### src/rtl/lb_pkg.sv
// Shared PicoBlaze port-bus constants and register-mode helpers for the lb_* blocks.
package lb_pkg;

  localparam int unsigned PB_PORT_W = 8;
  localparam int unsigned PB_DATA_W = 8;

  typedef logic [PB_PORT_W-1:0] port_id_t;

  typedef enum logic [1:0] {
    MODE_NORMAL,
    MODE_PULSE,
    MODE_STICKY
  } reg_mode_e;

  // Sticky takes priority over pulse when both mask bits are set.
  function automatic reg_mode_e reg_mode(input logic [15:0] pulse_mask,
                                         input logic [15:0] sticky_mask,
                                         input int unsigned idx);
    if (sticky_mask[idx])
      return MODE_STICKY;
    else if (pulse_mask[idx])
      return MODE_PULSE;
    else
      return MODE_NORMAL;
  endfunction

endpackage

### src/rtl/lb_sync2.sv
// Two-flop synchroniser, parametrised width, async active-high reset to 0.
module lb_sync2 #(
  parameter int unsigned WIDTH = 1
) (
  input  logic             clk,
  input  logic             reset,
  input  logic [WIDTH-1:0] d,
  output logic [WIDTH-1:0] q
);

  logic [WIDTH-1:0] meta;

  always_ff @(posedge clk or posedge reset) begin
    if (reset) begin
      meta <= '0;
      q    <= '0;
    end else begin
      meta <= d;
      q    <= meta;
    end
  end

endmodule

### src/rtl/lb_port_regfile.sv
// Bank of PicoBlaze port-mapped registers (normal / pulse / sticky clear-on-read).
// Define LB_PORT_REGFILE_SYNC_EN to pass hw_set through a two-flop synchroniser.
module lb_port_regfile
  import lb_pkg::*;
#(
  parameter int unsigned          WIDTH       = 8,
  parameter int unsigned          NUM_REGS    = 4,
  parameter logic [7:0]           BASE_ADDR   = 8'h00,
  parameter logic [WIDTH-1:0]     RESET_VAL   = '1,
  parameter logic [NUM_REGS-1:0]  PULSE_MASK  = '0,
  parameter logic [NUM_REGS-1:0]  STICKY_MASK = '0
) (
  input  logic                      clk,
  input  logic                      reset,
  input  logic                      cs,
  input  logic [PB_PORT_W-1:0]      port_id,
  input  logic                      write_strobe,
  input  logic                      read_strobe,
  input  logic [WIDTH-1:0]          out_port,
  output logic [WIDTH-1:0]          in_port,
  output logic [NUM_REGS*WIDTH-1:0] reg_q,
  input  logic [NUM_REGS*WIDTH-1:0] hw_set
);

  logic [NUM_REGS-1:0][WIDTH-1:0] q;
  logic [NUM_REGS-1:0][WIDTH-1:0] d;
  logic [NUM_REGS-1:0]            hit;
  logic [NUM_REGS-1:0]            wr;
  logic [NUM_REGS-1:0]            rd;
  logic [WIDTH-1:0]               rdata;
  logic [NUM_REGS*WIDTH-1:0]      set_bits;

`ifdef LB_PORT_REGFILE_SYNC_EN
  lb_sync2 #(
    .WIDTH (NUM_REGS*WIDTH)
  ) u_sync (
    .clk   (clk),
    .reset (reset),
    .d     (hw_set),
    .q     (set_bits)
  );
`else
  assign set_bits = hw_set;
`endif

  always_comb begin
    d     = q;
    hit   = '0;
    wr    = '0;
    rd    = '0;
    rdata = '0;
    for (int unsigned i = 0; i < NUM_REGS; i++) begin
      hit[i] = (port_id == port_id_t'(32'(BASE_ADDR) + i));
      wr[i]  = write_strobe && hit[i] && !cs;
      rd[i]  = read_strobe && hit[i] && !cs;
      case (reg_mode(16'(PULSE_MASK), 16'(STICKY_MASK), i))
        // set is OR-ed after the clear so a coincident hw_set survives the read
        MODE_STICKY: d[i] = (rd[i] ? '0 : q[i]) | set_bits[i*WIDTH +: WIDTH];
        MODE_PULSE:  d[i] = wr[i] ? out_port : '0;
        default:     d[i] = wr[i] ? out_port : q[i];
      endcase
      if (hit[i] && !cs)
        rdata = q[i];
    end
  end

  always_ff @(posedge clk or posedge reset) begin
    if (reset) begin
      for (int unsigned i = 0; i < NUM_REGS; i++)
        q[i] <= (reg_mode(16'(PULSE_MASK), 16'(STICKY_MASK), i) == MODE_NORMAL) ? RESET_VAL : '0;
      in_port <= '0;
    end else begin
      q       <= d;
      in_port <= rdata;
    end
  end

  assign reg_q = q;

endmodule

### config.mk
export PLATFORM = sky130hd
export DESIGN_NAME = lb_port_regfile
export DESIGN_NICKNAME = d
export VERILOG_FILES = /design/src/rtl/lb_pkg.sv /design/src/rtl/lb_sync2.sv /design/src/rtl/lb_port_regfile.sv
export SDC_FILE = /design/constraint.sdc
export NUM_CORES = 1
export LEC_CHECK = 0
export CAP_MARGIN = 10
export CORE_UTILIZATION = 30
export CTS_BUF_LIST = sky130_fd_sc_hd__clkbuf_4
export DETAILED_ROUTE_END_ITERATION = 6
export GPL_TIMING_DRIVEN = 1
export PLACE_DENSITY = 0.66
export SLEW_MARGIN = 20
export SYNTH_ARGS = -nofsm -noshare
export SYNTH_HDL_FRONTEND = slang
export SYNTH_HIERARCHICAL = 1
export SYNTH_SLANG_ARGS = --single-unit
export TNS_END_PERCENT = 1
### constraint.sdc
create_clock -name clk -period 1.1 [get_ports clk]
set_input_delay 0.22 -clock clk [delete_from_list [all_inputs] [get_ports clk]]
set_output_delay 0.22 -clock clk [all_outputs]
set_load 0.01 [all_outputs]
# Word-level counts from Yosys, hierarchy flattened
# Index checks and enable logic that the tools add are counted.
# classes
mul,0
div_mod_pow,0
n_mux,4
n_lt_le_gt_ge,0
reduce_logical,14
shifts,0
bitwise_logic,0
n_addsub,0
n_eq_ne,3
# op_table
operator,n
8-bit two-way mux,4
8-bit by 2-bit equality test with 1-bit output (second input constant),2
1-bit logical AND,12
8-bit by 1-bit equality test with 1-bit output (second input constant),1
8-bit zero test,1
1-bit zero test,1
# totals
ramBits,0
mem_bits_ro,0
latchBits,0
elab_cells,26
n_memories,0
input_bits,53
output_inout_bits,40
register_bits,40

# Logic depth before layout (Yosys ltp)
# logic_depth
ltp_word,6
ltp_mapped,4
mapped_depth_nobuf,3

# Worst setup path before layout
# No wires, ideal clock.
# synth_path
path_type,input to register
from,input port port_id[0]
to,register in_port[6]
path_buffers,1
required_time_ps,980
path_stages,3
setup_slack_ps,-200
setup_time_ps,120
t_arrival_ps,1179
path_cell_list,buf_2 mux4_2 and3_2
# synth_between
elab_chain_cells,6
word_cells_on_any_way,12
classes_between,eq/ne: 3; mux: 4; reduce/logical: 5
# synth_rtl
item,line_no,rtl
from (decl),lb_port_regfile.sv:16,"input logic [PB_PORT_W-1:0] port_id,"
8-bit zero test,lb_port_regfile.sv:53,hit[i] = (port_id == port_id_t'(32'(BASE_ADDR) + i));
1-bit logical AND,lb_port_regfile.sv:62,if (hit[i] && !cs)
8-bit two-way mux (3 in a row),lb_port_regfile.sv:62,
8-bit two-way mux (*),lb_port_regfile.sv:62,
net rdata[6],lb_port_regfile.sv:30,logic [WIDTH-1:0] rdata;
to (signal assigned),lb_port_regfile.sv:74,in_port <= rdata;
to (decl),lb_port_regfile.sv:20,"output logic [WIDTH-1:0] in_port,"
# Mark *: on every way through the listed nets, which the timed path passes. The rest lies on a longest branch.
# A chain may end at the register's enable or synchronous reset.

# Worst setup path after layout
# layout_path
from,"register q, in the netlist reg_q[31]"
to,register in_port[7]
# layout_between
elab_chain_cells,1
# layout_rtl
item,line_no,rtl
from (decl),lb_port_regfile.sv:25,logic [NUM_REGS-1:0][WIDTH-1:0] q;
"from (signal, indexed assignment)",lb_port_regfile.sv:70,"q[i] <= (reg_mode(16'(PULSE_MASK), 16'(STICKY_MASK), i) == MODE_NORMAL) ? RESET_VAL : '0;"
8-bit two-way mux,lb_port_regfile.sv:62,
net rdata[7],lb_port_regfile.sv:30,
# The timed path passes the listed nets, and every way through them passes these cells.

==> out/metrics.yaml <==
run_status:
  status: "complete, but fails checks"
  violations: "setup timing"
worst_setup_path:
  regToRegStartpoint: "reg_q[31]$_DFFE_PP1P_"
  rrSetupSlack_ps: -150
  cpMaxStageDelayCell: "mux4_2"
  worstPathCellList: "buf_4, mux4_2, and3_4"
  critPathRequiredTime_ps: 1330
  crit_type: "reg2reg"
  reg2regPathDepth: 3
  r2r-end: "in_port[7]$_DFF_PP0_"
  cp-start-kind: "register"
  critical_path.max_fanout: 2
  max_stage_delay_ps: 470
  end_kind: "register"
  crit_arrival_ps: 1490
drt:
  drc_errors: 0
  wl_per_cell_um: 16.6
  wirelength_um: 4640
  first_pass_iters: 4
  drt_iter0_drc: 54
  vias: 1281
  ant_nets: 0
  vias_per_cell: 4.58
logic_synthesis:
  ys_types: 16
  syn_nets: 156
  async_flop_share_pct: 100
  syn_area_mm2: 0.00180
  synth.top_cell.area_share_pct: 46.8
  yosys_warnings: 6
  ys_top_cells_by_count: "dfstp_2, mux2_2, and3_2, dfrtp_1, mux4_2"
  synth-main-ff-cell: "dfstp_2"
  yosysTopAreaCell: "dfstp_2"
  syn_inst: 103
  synth-edff-count: 0
  yosysMostFrequentCell: "dfstp_2"
  ys_seq_area_share_pct: 57.9
  synth_area_per_cell_um2: 17.4
  ys_ff_latch: 40
  ys_top_cells_by_area: "dfstp_2, mux2_2, dfrtp_1, mux4_2, and3_2"
power_and_ir_drop:
  pwr-share-comb_pct: 15.1
  clkPwrFrac_pct: 27.1
  seqPwrFrac_pct: 57.9
  p_sw_mw: 0.631
  p_sw_share_pct: 23.4
  p_int_mw: 2.06
  power.density_mw_per_mm2: 911
  power_leakage_nw: 1.40
  ir_worst_vdd_v: 0.000432
clock_tree:
  htree_levels: 2
  hold_buffers: 0
  cts_tree: "done"
  cts_buffer_depth: 2
  clk_pin_slew_ps: 100
  clock_latency_ps: 340
  numClockSinks: 40
  numCtsBuffers: 5
  root_buffer: "clkbuf_4"
finish:
  nets: 261
  final_layout_size_suffix_gt1_share_pct: 88.0
  syn2layout_area_growth_pct: 64.6
  n_antenna_cell: 0
  layout.cells.non_filler: 280
  post-route-util_pct: 52.4
  nFillCells: 448
placement:
  place_ws_ps: -695
  io_buffers: 59
  dpl.cell_count: 258
  routabilityCongestion: 0.711
  dpl.hpwl_um: 3130
floorplan:
  die_w_um: 79.4
  start_util_pct: 31.8
  rows: 27
  die-area_mm2: 0.00630
  die_h_um: 79.4
  fp.coreArea_mm2: 0.00564
  ios: 93
grt:
  grt_pass1_vias: 1413
  grt_pass1_wl_um: 7330
  grt_max_degree: 41
  grtUsageTotal_pct: 15.9
  grt_overflow: 0
  antenna_found_initial: 0
sta:
  hold_viol_final: 0
  rsz0062_at_grt: "yes"
  tightest_slew_ps: 292
  period_minus_slack_ps: 1250
  slew_headroom_pct: 80.6
  report.final.slew_viol_count: 0
  setup_viol: 43
  skew_ps: 11.9
  postLayoutSetupSlackWorst_ps: -154
  finalCritPeriodShare_pct: 114
  fmax_mhz: 797
run:
  maxCapViolations: 0
worst_hold_path:
  hold_class: "in2async"
[power groups by stage]
| stage | sequential [mW] | combinational, mW | clock, mW |
|---|---|---|---|
| CTS | 1.56 | 0.405 | 0.755 |
| global route | 1.56 | 0.433 | 0.826 |
| detailed placement | 1.58 | 0.357 | 0 |
| finish | 1.56 | 0.406 | 0.729 |
| floorplan | 1.59 | 0.113 | 0 |
| global placement | 1.57 | 0.351 | 0 |
[sequential cells by signal, summed over array words and instances (netlist names)]
| name | cells |
|---|---|
| reg_q | 32 |
| in_port | 8 |
[final cells by class]
type / instances / area, µm² / area share [%]
clock buffers: 7 / 52.6 / 1.78
inverters: 1 / 3.75 / 0.127
multi-input cells: 58 / 790 / 26.7
flip-flops and latches: 40 / 1040 / 35.2
well taps: 72 / 90.1 / 3.05
repair buffers: 102 / 980 / 33.1
[critical path: cells and delay by family (launching register included)]
kind | cells | cell delay (ps)
buf+inv | 1 | 130
simple gates | 1 | 160
flops | 1 | 400
mux | 1 | 470
[through the flow]
| stage | TNS (ps) | power [mW] | hold slack [ps] | area [µm²] |
|---|---|---|---|---|
| floorplan | -5410 | 1.70 | 368 | 1800 |
| global placement | -32060 | 1.93 | 593 | 2690 |
| detailed placement | -32060 | 1.93 | 596 | 2690 |
| CTS | -5270 | 2.72 | 218 | 2940 |
| global route | -6720 | 2.82 | 228 | 2960 |
| finish | -4690 | 2.69 | 226 | 2960 |
[routing by layer]
layer	GRT usage, %	part of all wire [%]	vias to the layer above
met5	0	0	-
met4	5.82	0.99	0
met3	4.34	6.2	5
met2	25.9	49	47
met1	20.2	44	632
li1	-	-	597
[kinds of logic (layout without fill, tap and decap cells)]
family | count (synthesis) | in the layout | synth area share [%]
multiplexers | 40 | 40 | 30.3
buffers and inverters | 5 | 110 | 1.67
flip-flops | 40 | 40 | 57.9
AND/OR/NAND/NOR | 18 | 18 | 10.1
[layout by cell type (no fill, tap or decap), drive strengths merged, types with 2 or more instances in the layout]
cell and instances:
buf 85, dfstp 32, mux2 32, clkdlybuf4s50 9
mux4 8, and3 8, dfrtp 8, clkbuf 8
nand4 4, dlygate4sd2 3, nor2b 2, clkdlybuf4s15 2
[worst max-delay path by stage]
stage	from	endpoint
after floorplan	port_id[2]	reg_q[30]$_DFFE_PP1P_
after global placement	port_id[2]	reg_q[22]$_DFFE_PP1P_
after detailed placement	port_id[2]	reg_q[10]$_DFFE_PP1P_
after CTS	reg_q[29]$_DFFE_PP1P_	reg_q[29]
after global routing	reg_q[29]$_DFFE_PP1P_	reg_q[29]
final	reg_q[31]$_DFFE_PP1P_	in_port[7]$_DFF_PP0_
[what timing repair did]
item                                    4_1_cts  5_1_grt
buffers inserted                             14        0
hold endpoints to repair                      0        0
gates cloned                                  1        0
endpoints found under the setup margin       80       76
pin swaps                                    13        2
resized for setup                           234        6
(Power assumes the default switching activity.)
